===== config.mk =====
export PLATFORM = sky130hd
export DESIGN_NAME = s_inv_serial_flat
export DESIGN_NICKNAME = d
export VERILOG_FILES = /design/src/rtl/s_inv_serial_pkg.sv /design/src/rtl/s_inv_serial_if.sv /design/src/rtl/fxp_udiv_serial.sv /design/src/rtl/s_inv_serial.sv /design/src/flat_wrapper.sv
export SDC_FILE = /design/constraint.sdc
export NUM_CORES = 2
export LEC_CHECK = 0
export BUFFER_PORTS_ARGS = -buffer_cell sky130_fd_sc_hd__buf_2
export CAP_MARGIN = 20
export CORE_MARGIN = 1
export CORE_UTILIZATION = 70
export DETAILED_ROUTE_END_ITERATION = 8
export PLACE_DENSITY = 0.9
export SETUP_SLACK_MARGIN = 0.05
export SYNTH_ARGS = -nofsm -noshare
export SYNTH_HDL_FRONTEND = slang
export SYNTH_SLANG_ARGS = --single-unit

===== constraint.sdc =====
create_clock -name clk -period 44.1 [get_ports clk]
set_clock_uncertainty 0.15 [all_clocks]
set_input_delay 8.82 -clock clk [delete_from_list [all_inputs] [get_ports clk]]
set_output_delay 8.82 -clock clk [all_outputs]
set_load 0.005 [all_outputs]

===== src/rtl/s_inv_serial_pkg.sv =====
// Shared fixed-point definitions for the serial Kalman stages.
// FXP_N    : total signed word width
// FXP_FRAC : fractional bits (1.0 = 2**FXP_FRAC)
// FXP_MAX / FXP_MIN : saturation bounds of an FXP_N-bit signed word
package s_inv_serial_pkg;

    localparam int FXP_N    = 16;
    localparam int FXP_FRAC = 8;

    localparam logic signed [FXP_N-1:0] FXP_MAX = {1'b0, {(FXP_N-1){1'b1}}};
    localparam logic signed [FXP_N-1:0] FXP_MIN = {1'b1, {(FXP_N-1){1'b0}}};

endpackage


===== src/rtl/s_inv_serial_if.sv =====
// Request/result bundle of the S-inverse stage.
// master : upstream/consumer side (drives start, P*, R*; reads results)
// slave  : the s_inv_serial block
// start             : one-cycle request, sampled only when idle
// P11..P22, R11..R22: N-bit signed fixed-point inputs
// busy, done        : status; done is a one-cycle pulse
// singular          : det(S) was zero for the last run
// Si11..Si22        : N-bit signed fixed-point S^-1
interface s_inv_serial_if
    import s_inv_serial_pkg::*;
#(
    parameter int N = FXP_N
);
    logic                start;
    logic signed [N-1:0] P11, P12, P21, P22;
    logic signed [N-1:0] R11, R12, R21, R22;
    logic                busy;
    logic                done;
    logic                singular;
    logic signed [N-1:0] Si11, Si12, Si21, Si22;

    modport master (
        output start, P11, P12, P21, P22, R11, R12, R21, R22,
        input  busy, done, singular, Si11, Si12, Si21, Si22
    );

    modport slave (
        input  start, P11, P12, P21, P22, R11, R12, R21, R22,
        output busy, done, singular, Si11, Si12, Si21, Si22
    );
endinterface


===== src/rtl/fxp_udiv_serial.sv =====
// Bit-serial unsigned restoring divider, one quotient bit per step.
// clk, rst_n : clock, asynchronous active-low reset
// load       : capture dividend/divisor, clear remainder and step counter
// step       : perform one restoring iteration
// dividend   : QW-bit unsigned dividend
// divisor    : DW-bit unsigned divisor (must be non-zero for a meaningful result)
// quotient   : QW-bit quotient, final after QW steps
// last       : high during the step that completes the QW-th iteration
module fxp_udiv_serial #(
    parameter int QW = 32,
    parameter int DW = 16
) (
    input  logic          clk,
    input  logic          rst_n,
    input  logic          load,
    input  logic          step,
    input  logic [QW-1:0] dividend,
    input  logic [DW-1:0] divisor,
    output logic [QW-1:0] quotient,
    output logic          last
);
    localparam int CW = $clog2(QW) + 1;

    logic [QW-1:0] q_reg;
    logic [DW-1:0] rem_reg;
    logic [DW-1:0] d_reg;
    logic [CW-1:0] cnt_reg;

    // Remainder stays below the divisor, so the shifted remainder needs
    // only one extra bit and the restored value fits back into DW bits.
    logic [DW:0]   rem_sh;
    logic          ge;
    logic [DW-1:0] rem_next;

    always_comb begin
        rem_sh   = {rem_reg, q_reg[QW-1]};
        ge       = (rem_sh >= {1'b0, d_reg});
        rem_next = ge ? DW'(rem_sh - {1'b0, d_reg}) : rem_sh[DW-1:0];
    end

    always_ff @(posedge clk or negedge rst_n) begin
        if (!rst_n) begin
            q_reg   <= '0;
            rem_reg <= '0;
            d_reg   <= '0;
            cnt_reg <= '0;
        end else if (load) begin
            q_reg   <= dividend;
            rem_reg <= '0;
            d_reg   <= divisor;
            cnt_reg <= '0;
        end else if (step) begin
            q_reg   <= {q_reg[QW-2:0], ge};
            rem_reg <= rem_next;
            cnt_reg <= cnt_reg + 1'b1;
        end
    end

    assign quotient = q_reg;
    assign last     = step && (cnt_reg == CW'(QW-1));
endmodule


===== src/rtl/s_inv_serial.sv =====
// S-inverse stage: S = sat(P + R), then S^-1 of the 2x2 matrix using one
// shared multiplier (plus a second one only for the cross product in DET)
// and a bit-serial restoring divider for 1/det.
// clk   : clock, rising edge
// rst_n : asynchronous active-low reset
// bus   : s_inv_serial_if.slave (start, P*, R*, busy, done, singular, Si*)
module s_inv_serial
    import s_inv_serial_pkg::*;
#(
    parameter int N    = FXP_N,
    parameter int FRAC = FXP_FRAC
) (
    input  logic               clk,
    input  logic               rst_n,
    s_inv_serial_if.slave      bus
);
    localparam int W = 2*N + 2;

    localparam logic signed [N-1:0] MAXN = {1'b0, {(N-1){1'b1}}};
    localparam logic signed [N-1:0] MINN = {1'b1, {(N-1){1'b0}}};
    localparam logic signed [W-1:0] SMAX = {{(N+3){1'b0}}, {(N-1){1'b1}}};
    localparam logic signed [W-1:0] SMIN = {{(N+3){1'b1}}, {(N-1){1'b0}}};
    localparam logic [2*N-1:0]      DIVIDEND = (2*N)'(1) << (2*FRAC);

    typedef enum logic [1:0] {ST_IDLE, ST_DET, ST_DIV, ST_SCALE} state_t;

    function automatic logic signed [N-1:0] sat_n(input logic signed [W-1:0] x);
        if (x > SMAX)      return MAXN;
        else if (x < SMIN) return MINN;
        else               return x[N-1:0];
    endfunction

    state_t              state_reg;
    logic signed [N-1:0] s11_reg, s12_reg, s21_reg, s22_reg;
    logic signed [N-1:0] det_reg;
    logic [1:0]          k_reg;
    logic                busy_reg, done_reg, sing_reg;
    logic signed [N-1:0] si11_reg, si12_reg, si21_reg, si22_reg;

    // Combinational datapath
    logic signed [W-1:0] sum11, sum12, sum21, sum22;
    logic signed [N:0]   num, mul_a, mul_b;
    logic signed [W-1:0] mul_p, cross_p, det_wide;
    logic signed [N-1:0] det_c;
    logic [N-1:0]        det_abs;
    logic [2*N-1:0]      quot;
    logic                div_last;
    logic [N-1:0]        inv_c;
    logic signed [N-1:0] r_c, r_neg, res_c;

    always_comb begin
        sum11 = W'(bus.P11) + W'(bus.R11);
        sum12 = W'(bus.P12) + W'(bus.R12);
        sum21 = W'(bus.P21) + W'(bus.R21);
        sum22 = W'(bus.P22) + W'(bus.R22);

        // Numerators of the adjugate, widened so -(-2^(N-1)) stays exact.
        unique case (k_reg)
            2'd0:    num = $signed({s22_reg[N-1], s22_reg});
            2'd1:    num = -$signed({s12_reg[N-1], s12_reg});
            2'd2:    num = -$signed({s21_reg[N-1], s21_reg});
            default: num = $signed({s11_reg[N-1], s11_reg});
        endcase

        // The quotient of 2^(2*FRAC)/|det| is clamped to the positive range.
        inv_c = (|quot[2*N-1:N-1]) ? {1'b0, {(N-1){1'b1}}} : quot[N-1:0];

        // Shared multiplier: S11*S22 while in DET, num*inv while scaling.
        if (state_reg == ST_DET) begin
            mul_a = $signed({s11_reg[N-1], s11_reg});
            mul_b = $signed({s22_reg[N-1], s22_reg});
        end else begin
            mul_a = num;
            mul_b = $signed({1'b0, inv_c});
        end
        mul_p   = W'(mul_a) * W'(mul_b);
        cross_p = W'(s12_reg) * W'(s21_reg);

        det_wide = mul_p - cross_p;
        det_c    = sat_n(det_wide >>> FRAC);
        det_abs  = det_c[N-1] ? unsigned'(-det_c) : unsigned'(det_c);

        r_c   = sat_n(mul_p >>> FRAC);
        r_neg = sat_n(-W'(r_c));
        res_c = det_reg[N-1] ? r_neg : r_c;
    end

    fxp_udiv_serial #(
        .QW (2*N),
        .DW (N)
    ) u_div (
        .clk      (clk),
        .rst_n    (rst_n),
        .load     (state_reg == ST_DET),
        .step     (state_reg == ST_DIV),
        .dividend (DIVIDEND),
        .divisor  (det_abs),
        .quotient (quot),
        .last     (div_last)
    );

    always_ff @(posedge clk or negedge rst_n) begin
        if (!rst_n) begin
            state_reg <= ST_IDLE;
            s11_reg   <= '0;
            s12_reg   <= '0;
            s21_reg   <= '0;
            s22_reg   <= '0;
            det_reg   <= '0;
            k_reg     <= '0;
            busy_reg  <= 1'b0;
            done_reg  <= 1'b0;
            sing_reg  <= 1'b0;
            si11_reg  <= '0;
            si12_reg  <= '0;
            si21_reg  <= '0;
            si22_reg  <= '0;
        end else begin
            done_reg <= 1'b0;
            unique case (state_reg)
                ST_IDLE: begin
                    if (bus.start) begin
                        s11_reg   <= sat_n(sum11);
                        s12_reg   <= sat_n(sum12);
                        s21_reg   <= sat_n(sum21);
                        s22_reg   <= sat_n(sum22);
                        sing_reg  <= 1'b0;
                        busy_reg  <= 1'b1;
                        state_reg <= ST_DET;
                    end
                end
                ST_DET: begin
                    det_reg <= det_c;
                    if (det_c == '0) begin
                        sing_reg  <= 1'b1;
                        si11_reg  <= '0;
                        si12_reg  <= '0;
                        si21_reg  <= '0;
                        si22_reg  <= '0;
                        done_reg  <= 1'b1;
                        busy_reg  <= 1'b0;
                        state_reg <= ST_IDLE;
                    end else begin
                        state_reg <= ST_DIV;
                    end
                end
                ST_DIV: begin
                    if (div_last) begin
                        k_reg     <= '0;
                        state_reg <= ST_SCALE;
                    end
                end
                ST_SCALE: begin
                    unique case (k_reg)
                        2'd0:    si11_reg <= res_c;
                        2'd1:    si12_reg <= res_c;
                        2'd2:    si21_reg <= res_c;
                        default: si22_reg <= res_c;
                    endcase
                    k_reg <= k_reg + 2'd1;
                    if (k_reg == 2'd3) begin
                        done_reg  <= 1'b1;
                        busy_reg  <= 1'b0;
                        state_reg <= ST_IDLE;
                    end
                end
                default: state_reg <= ST_IDLE;
            endcase
        end
    end

    assign bus.busy     = busy_reg;
    assign bus.done     = done_reg;
    assign bus.singular = sing_reg;
    assign bus.Si11     = si11_reg;
    assign bus.Si12     = si12_reg;
    assign bus.Si21     = si21_reg;
    assign bus.Si22     = si22_reg;
endmodule


===== src/flat_wrapper.sv =====
// flat-port wrapper written by rule: the top's interface ports become plain ports
module s_inv_serial_flat import s_inv_serial_pkg::*;
#(
    parameter int N    = FXP_N,
    parameter int FRAC = FXP_FRAC
)
  (clk, rst_n, bus_start, bus_P11, bus_P12, bus_P21, bus_P22, bus_R11, bus_R12, bus_R21, bus_R22, bus_busy, bus_done, bus_singular, bus_Si11, bus_Si12, bus_Si21, bus_Si22);
  s_inv_serial_if #(.N(N)) bus_i ();
  input  logic clk;
  input  logic rst_n;
  input wire logic [$bits(bus_i.start)-1:0] bus_start;
  input wire logic [$bits(bus_i.P11)-1:0] bus_P11;
  input wire logic [$bits(bus_i.P12)-1:0] bus_P12;
  input wire logic [$bits(bus_i.P21)-1:0] bus_P21;
  input wire logic [$bits(bus_i.P22)-1:0] bus_P22;
  input wire logic [$bits(bus_i.R11)-1:0] bus_R11;
  input wire logic [$bits(bus_i.R12)-1:0] bus_R12;
  input wire logic [$bits(bus_i.R21)-1:0] bus_R21;
  input wire logic [$bits(bus_i.R22)-1:0] bus_R22;
  output wire logic [$bits(bus_i.busy)-1:0] bus_busy;
  output wire logic [$bits(bus_i.done)-1:0] bus_done;
  output wire logic [$bits(bus_i.singular)-1:0] bus_singular;
  output wire logic [$bits(bus_i.Si11)-1:0] bus_Si11;
  output wire logic [$bits(bus_i.Si12)-1:0] bus_Si12;
  output wire logic [$bits(bus_i.Si21)-1:0] bus_Si21;
  output wire logic [$bits(bus_i.Si22)-1:0] bus_Si22;
  assign bus_i.start = bus_start;
  assign bus_i.P11 = bus_P11;
  assign bus_i.P12 = bus_P12;
  assign bus_i.P21 = bus_P21;
  assign bus_i.P22 = bus_P22;
  assign bus_i.R11 = bus_R11;
  assign bus_i.R12 = bus_R12;
  assign bus_i.R21 = bus_R21;
  assign bus_i.R22 = bus_R22;
  assign bus_busy = bus_i.busy;
  assign bus_done = bus_i.done;
  assign bus_singular = bus_i.singular;
  assign bus_Si11 = bus_i.Si11;
  assign bus_Si12 = bus_i.Si12;
  assign bus_Si21 = bus_i.Si21;
  assign bus_Si22 = bus_i.Si22;
  s_inv_serial #(.N(N), .FRAC(FRAC)) u_core (.clk(clk), .rst_n(rst_n), .bus(bus_i));
endmodule

**Word level (Yosys, flattened, before mapping)**

Index checks and enable logic that the tools add are counted.

- Bits of input ports: 131
- Word-level logic and storage cells: 135
- Output and inout bits: 67
- Bits in registers: 221

- Multiply operators: 2
- $lt $le $gt $ge: 15
- Reductions and logical operators: 20
- $add $sub $neg: 12
- Muxes and demuxes: 53
- Equal/unequal tests: 15

Operators with widths:

| operator | count |
|---|---|
| $mux 16 | 25 |
| $gt 34x16->1 const B | 5 |
| $lt 34x16->1 const B | 5 |
| $pmux 16 s2 | 4 |
| $add 16x16->17 | 4 |
| $mux 32 | 2 |
| $gt 26x16->1 const B | 2 |
| $lt 26x16->1 const B | 2 |
| $pmux 17 s3 | 1 |
| $mul 17x17->34 | 1 |
| $mux 17 | 2 |
| $neg 16->17 | 2 |
| $neg 16->34 | 1 |
| $sub 34x32->34 | 1 |
| $mul 16x16->32 | 1 |
| $reduce_and 3->1 | 6 |
| $ge 17x16->1 | 1 |
| $reduce_or 17->1 | 1 |
| $logic_not 16->1 | 1 |
| $neg 16->16 | 1 |
| $sub 16x16->16 | 1 |
| $mux 6 | 2 |
| $mux 2 | 5 |
| $ne 2x2->1 const B | 5 |
| 18 further kinds | 36 |

**Longest topological paths before layout**

- Depth in word-level cells: 14
- Mapped depth: 63

**Hierarchy**

Synthesis repeated with hierarchy kept, for this count alone.

- Cell total of the unflattened synthesis: 4,317
- Area, all modules: 37,841.3 um^2

By module, submodules not included:

| module | area each (um^2) | times used | cells each |
|---|---|---|---|
| s_inv_serial | 33,729.8 | 1 | 3,870 |
| fxp_udiv_serial | 4,111.4 | 1 | 447 |

**Least setup slack after synthesis**

No wires, ideal clock.

- Kind: register to register
- Start: register u_core.s21_reg[6]
- End: register u_core.si12_reg[12] (netlist: u_core.bus.Si12[12])
- Path buffers: 4
- Path slack: 28.268 ns
- Period minus slack after synthesis: 15.832 ns
- Stages on the path, launching flop included: 58
- Data arrival time: 15.557 ns
- Required time: 43.825 ns
- Path through: dfrtp_1 clkbuf_1 or4_1 or3_1 or4_1 or4_1 xor2_1 a22o_1 a31o_2 mux2i_1 clkbuf_1 nor2_1 fa_1 inv_1 fa_1 inv_1 fa_1 fa_1 (+22 left out) a211oi_1 o21ai_0 a21o_1 nor3_1 nor2_1 or4_1 nor3_4 nor2_1 o21ai_0 ha_1 inv_1 nor3_1 or3b_1 nor3_1 nand4_4 o2bb2ai_2 buf_6 mux2_2

- Longest elaborated chain between the ends: 14
- Elaborated cells on any way between the ends: 25
- Those cells by class: 3 x add/sub; 2 x mul; 6 x order compare; 1 x eq/ne; 11 x mux; 2 x reduce/logical

RTL lines:

| what | RTL line | source |
|---|---|---|
| from (decl) | s_inv_serial.sv:34 | `logic signed [N-1:0] s11_reg, s12_reg, s21_reg, s22_reg;` |
| from (signal assigned) | s_inv_serial.sv:125 | `s21_reg <= sat_n(sum21);` |
| $neg 16->17 | s_inv_serial.sv:61 | `2'd2: num = -$signed({s21_reg[N-1], s21_reg});` |
| $pmux 17 s3 | s_inv_serial.sv:58 | `unique case (k_reg)` |
| $mux 17 | s_inv_serial.sv:69 | `if (state_reg == ST_DET) begin` |
| $mul 17x17->34 | s_inv_serial.sv:76 | `mul_p = W'(mul_a) * W'(mul_b);` |
| $lt 26x16->1 | s_inv_serial.sv:29 | `else if (x < SMIN) return MINN;` |
| $mux 16 | s_inv_serial.sv:29 |  |
| $mux 16 | s_inv_serial.sv:28 | `if (x > SMAX) return MAXN;` |
| $neg 16->34 | s_inv_serial.sv:84 | `r_neg = sat_n(-W'(r_c));` |
| $lt 34x16->1 | s_inv_serial.sv:29 |  |
| $mux 16 | s_inv_serial.sv:29 |  |
| $mux 16 | s_inv_serial.sv:28 |  |
| $mux 16 | s_inv_serial.sv:85 | `res_c = det_reg[N-1] ? r_neg : r_c;` |
| $mux 16 | s_inv_serial.sv:154 | `unique case (k_reg)` |
| $pmux 16 s2 | s_inv_serial.sv:120 | `unique case (state_reg)` |
| to (signal assigned) | s_inv_serial.sv:156 | `2'd1: si12_reg <= res_c;` |
| to (decl) | s_inv_serial.sv:38 | `logic signed [N-1:0] si11_reg, si12_reg, si21_reg, si22_reg;` |

Parallel ways exist; a longest one is shown, timed or not. The select of a mux whose other input is x is not followed.
A chain may end at the register's enable or synchronous reset.

**Worst setup path after layout**

- Start: register u_core.s21_reg[5]
- End: register u_core.si12_reg[11] (netlist: u_core.bus.Si12[11])

The elaborated chain is that of the path after synthesis.

==> results.rst <==
.. list-table::
   :header-rows: 1

   * - Metric
     - Value
   * - Port-buffer cells
     - about 200
   * - Global-route wire length before repair
     - around 180 mm
   * - I/O pin count
     - 198
   * - Iteration-0 DRC count of the detailed router
     - roughly 3700
   * - Outcome
     - finished clean
   * - Biggest cell delay along the critical path
     - 0.96 ns
   * - Number of pins exceeding their max-slew limit in the final report
     - 0
   * - Std-Cell Core Area
     - 0.0530 mm2
   * - Worst endpoint data arrival time
     - between 15 and 20 ns
   * - Min-Delay Path Depth
     - 2
   * - Detailed Routing Iterations Pass 1
     - 6
   * - Leading post-synthesis cells by cell area
     - fa_1 32%, dfrtp_1 14%, ha_1 9.0%
   * - Via Count
     - 33089
   * - Root Buffer Master
     - clkbuf_16
   * - Via count of the first global-routing pass
     - 33862
   * - Clock tree from TritonCTS
     - done
   * - Slowest stage cell, crit path
     - a21oi_1
   * - Die extent in x
     - 234 um
   * - Unrepaired setup endpoints after global routing
     - false
   * - Sequential element share of the synthesized area
     - 0.136
   * - Yosys top cell by area
     - fa_1
   * - Synthesized cell area
     - 0.0378 mm2
   * - Area share of the largest cell type after synthesis
     - 0.325
   * - Insertion delay to the later sink of the worst-skew pair
     - just under 0.6 ns
   * - Fraction of final layout cells with drive strength greater than 1
     - 0.0994
   * - Most used cell along the critical path
     - fa_1
   * - Synthesized netlist cell count
     - between 4000 and 5000
   * - Total DRC errors in the routed layout
     - 0
   * - Total setup violations reported at the end of the flow
     - 0
   * - Clock-pin slew on the worst setup and hold paths
     - 0.07 ns
   * - All-Layer GR Usage
     - 0.431
   * - Number of storage elements in the synthesis netlist
     - 206
   * - Initial Util
     - 0.713
   * - Detail Placement HPWL
     - slightly above 90 mm
   * - Type of origin of the critical path
     - flip-flop
   * - Placement Rows
     - between 80 and 90
   * - Min Clock Period, post-route
     - approximately 19 ns
   * - Data required time of the worst path
     - 44.45 ns
   * - Slew at the pin closest to its max-slew limit
     - 1.23 ns
   * - Total number of yosys warnings
     - 0
   * - Routed Wire Length
     - between 100 and 150 mm
   * - CTS sink count
     - 206
   * - Drt wl/cell
     - approximately 22 um
   * - Hold Vio Cnt, Final
     - 0
   * - Worst Setup Path Type
     - reg2reg
   * - Post-Syn Nets
     - between 5000 and 6000
   * - Tightest Hold Check Type
     - reg2reg
   * - Share of async-settable or async-resettable flops after synthesis
     - 1.00
   * - Largest net degree at the start of global routing
     - 90
   * - Die height
     - around 230 um
   * - Worst-path maximum fanout
     - 20
   * - Primary flip-flop cell chosen by synthesis mapping
     - dfrtp_1
   * - Number of flip-flops under the largest register name
     - 32
   * - Accumulated negative setup slack
     - 0 ns
   * - Reg2reg path depth
     - a little over 50
   * - Growth of design area from synthesis to finish
     - 6.86%
   * - Routability-driven placement congestion ratio
     - 0.999
   * - Hold-fix buffers at CTS
     - 0
   * - Critical Path Sink Type
     - flip-flop
   * - Slew headroom
     - 0.177
   * - Maximum root-to-sink buffer count
     - 3
   * - Die outline area
     - 0.0549 mm2
   * - Number of enable flip-flop cells after synthesis
     - 0
   * - Number of H-tree levels
     - 1
   * - ANT nets after route
     - 0
   * - Number of buffers inserted during clock tree synthesis
     - 25
   * - Maximum achievable frequency
     - 0.0531 GHz
   * - Filler instances
     - 3584
   * - GRT Residual Overflow
     - 0
   * - Initial antenna violation count
     - 24
   * - Distinct cells, synth
     - 95
   * - Total setup buffers inserted after CTS
     - 0
   * - Nets@finish
     - 5457
   * - Fraction of the cycle the final worst path needs
     - 0.427
   * - Maxcap violations
     - 0
   * - Post-cts gate resize count
     - 0
   * - Syn Area/Cell
     - 8.71 um2
   * - Via density per instance
     - 6.41
## layout make-up
cell class | count | area (um2) | area share
inverter | 759 | 2850 | 0.0706
clock inverter | 11 | 183 | 0.00452
tap | 688 | 861 | 0.0213
sequential | 206 | 5150 | 0.128
timing repair buffer | 265 | 1520 | 0.0377
multi-input combinational | 3184 | 29000 | 0.719
clock buffer | 33 | 706 | 0.0175
antenna | 20 | 50.0 | 0.00124
## critical path, delay by kind of cell (launching register included)
kind | cells | cell delay, ns
compound gates | 10 | 4.12
xor+xnor | 3 | 1.01
fa+ha+maj | 14 | 7.04
buf+inv | 7 | 0.45
flops | 1 | 0.64
simple gates | 17 | 5.32
## through the flow
step / hold slack (ns) / utilization / area [um2] / instances / setup WS [ns]
3_5_place_dp: 0.328 / 0.743 / 39400 / 5095 / 25.77
2_1_floorplan: 0.294 / - / 37800 / 4338 / 28.27
5_1_grt: 0.371 / 0.762 / 40400 / 5158 / 24.56
6_report: 0.348 / 0.762 / 40400 / 5166 / 25.27
3_3_place_gp: 0.314 / 0.743 / 39400 / 5095 / 26.14
4_1_cts: 0.344 / 0.760 / 40200 / 5139 / 25.60
## cell usage in the layout (no fill, tap or decap), drive strengths merged, types with 11 or more instances in the layout
cell type	synthesis	routed
o211ai	17	17
o22ai	44	44
nor2	345	345
a211o	14	14
o21a	23	23
nand2	402	402
mux2	42	42
a21o	57	57
a21oi	212	212
o21ai	232	232
nor4	20	20
mux2i	26	26
xnor2	120	120
diode	0	20
inv	756	761
or4	11	11
or3	14	14
ha	272	272
or2	22	22
a211oi	21	21
a31o	37	37
fa	613	613
and3	30	30
nand3	65	65
and2	124	124
nor3	59	59
nand4	23	23
o31ai	16	16
xor2	40	40
o21bai	23	23
nor2b	62	62
clkbuf	156	34
dfrtp	206	206
buf	33	264
a31oi	25	25
nand2b	51	51
## synth_stat cells, drive strengths merged, types with 9 or more instances
cell type and number:
a211o 14, a211oi 21, a21o 57, a21oi 212, a22o 9, a22oi 10
a31o 37, a31oi 25, and2 124, and3 30, buf 33, clkbuf 156
dfrtp 206, fa 613, ha 272, inv 756, mux2 42, mux2i 26
nand2 402, nand2b 51, nand3 65, nand4 23, nor2 345, nor2b 62
nor3 59, nor4 20, o211ai 17, o21a 23, o21ai 232, o21bai 23
o22a 9, o22ai 44, o31ai 16, or2 22, or3 14, or4 11
xnor2 120, xor2 40
## cell families after synthesis
| logic type | share of synthesized area |
|---|---|
| simple gates | 0.157 |
| buf+inv | 0.0953 |
| fa+ha+maj | 0.415 |
| compound gates | 0.140 |
| flops | 0.136 |
| xor+xnor | 0.0371 |
| mux | 0.0194 |
## layer usage
layer | up-vias | part of all wire | GRT usage
met2 | 2283 | 0.45 | 0.658
li1 | 14204 | - | -
met4 | 16 | 0.066 | 0.250
met1 | 16050 | 0.35 | 0.539
met3 | 536 | 0.13 | 0.137
met5 | - | 0.00090 | 0.00982
## path summary, 6_finish.rpt
path | slack (ns) | startpoint | end
worst max-delay path | 25.27 | u_core.s21_reg[5] | u_core.bus.Si12[11]
worst min-delay path | 0.35 | u_core.bus.Si21[13] | u_core.bus.Si21[13]
worst max register to register | 25.27 | u_core.s21_reg[5] | u_core.bus.Si12[11]
worst min register to register | 0.35 | u_core.bus.Si21[13] | u_core.bus.Si21[13]
max in group asynchronous | 33.47 | rst_n | u_core.s21_reg[8]
min in group asynchronous | 8.15 | rst_n | u_core.u_div.d_reg[4]
Power is not shown: default switching activity piles up to over one toggle a cycle in this logic, so the estimate is an artifact.
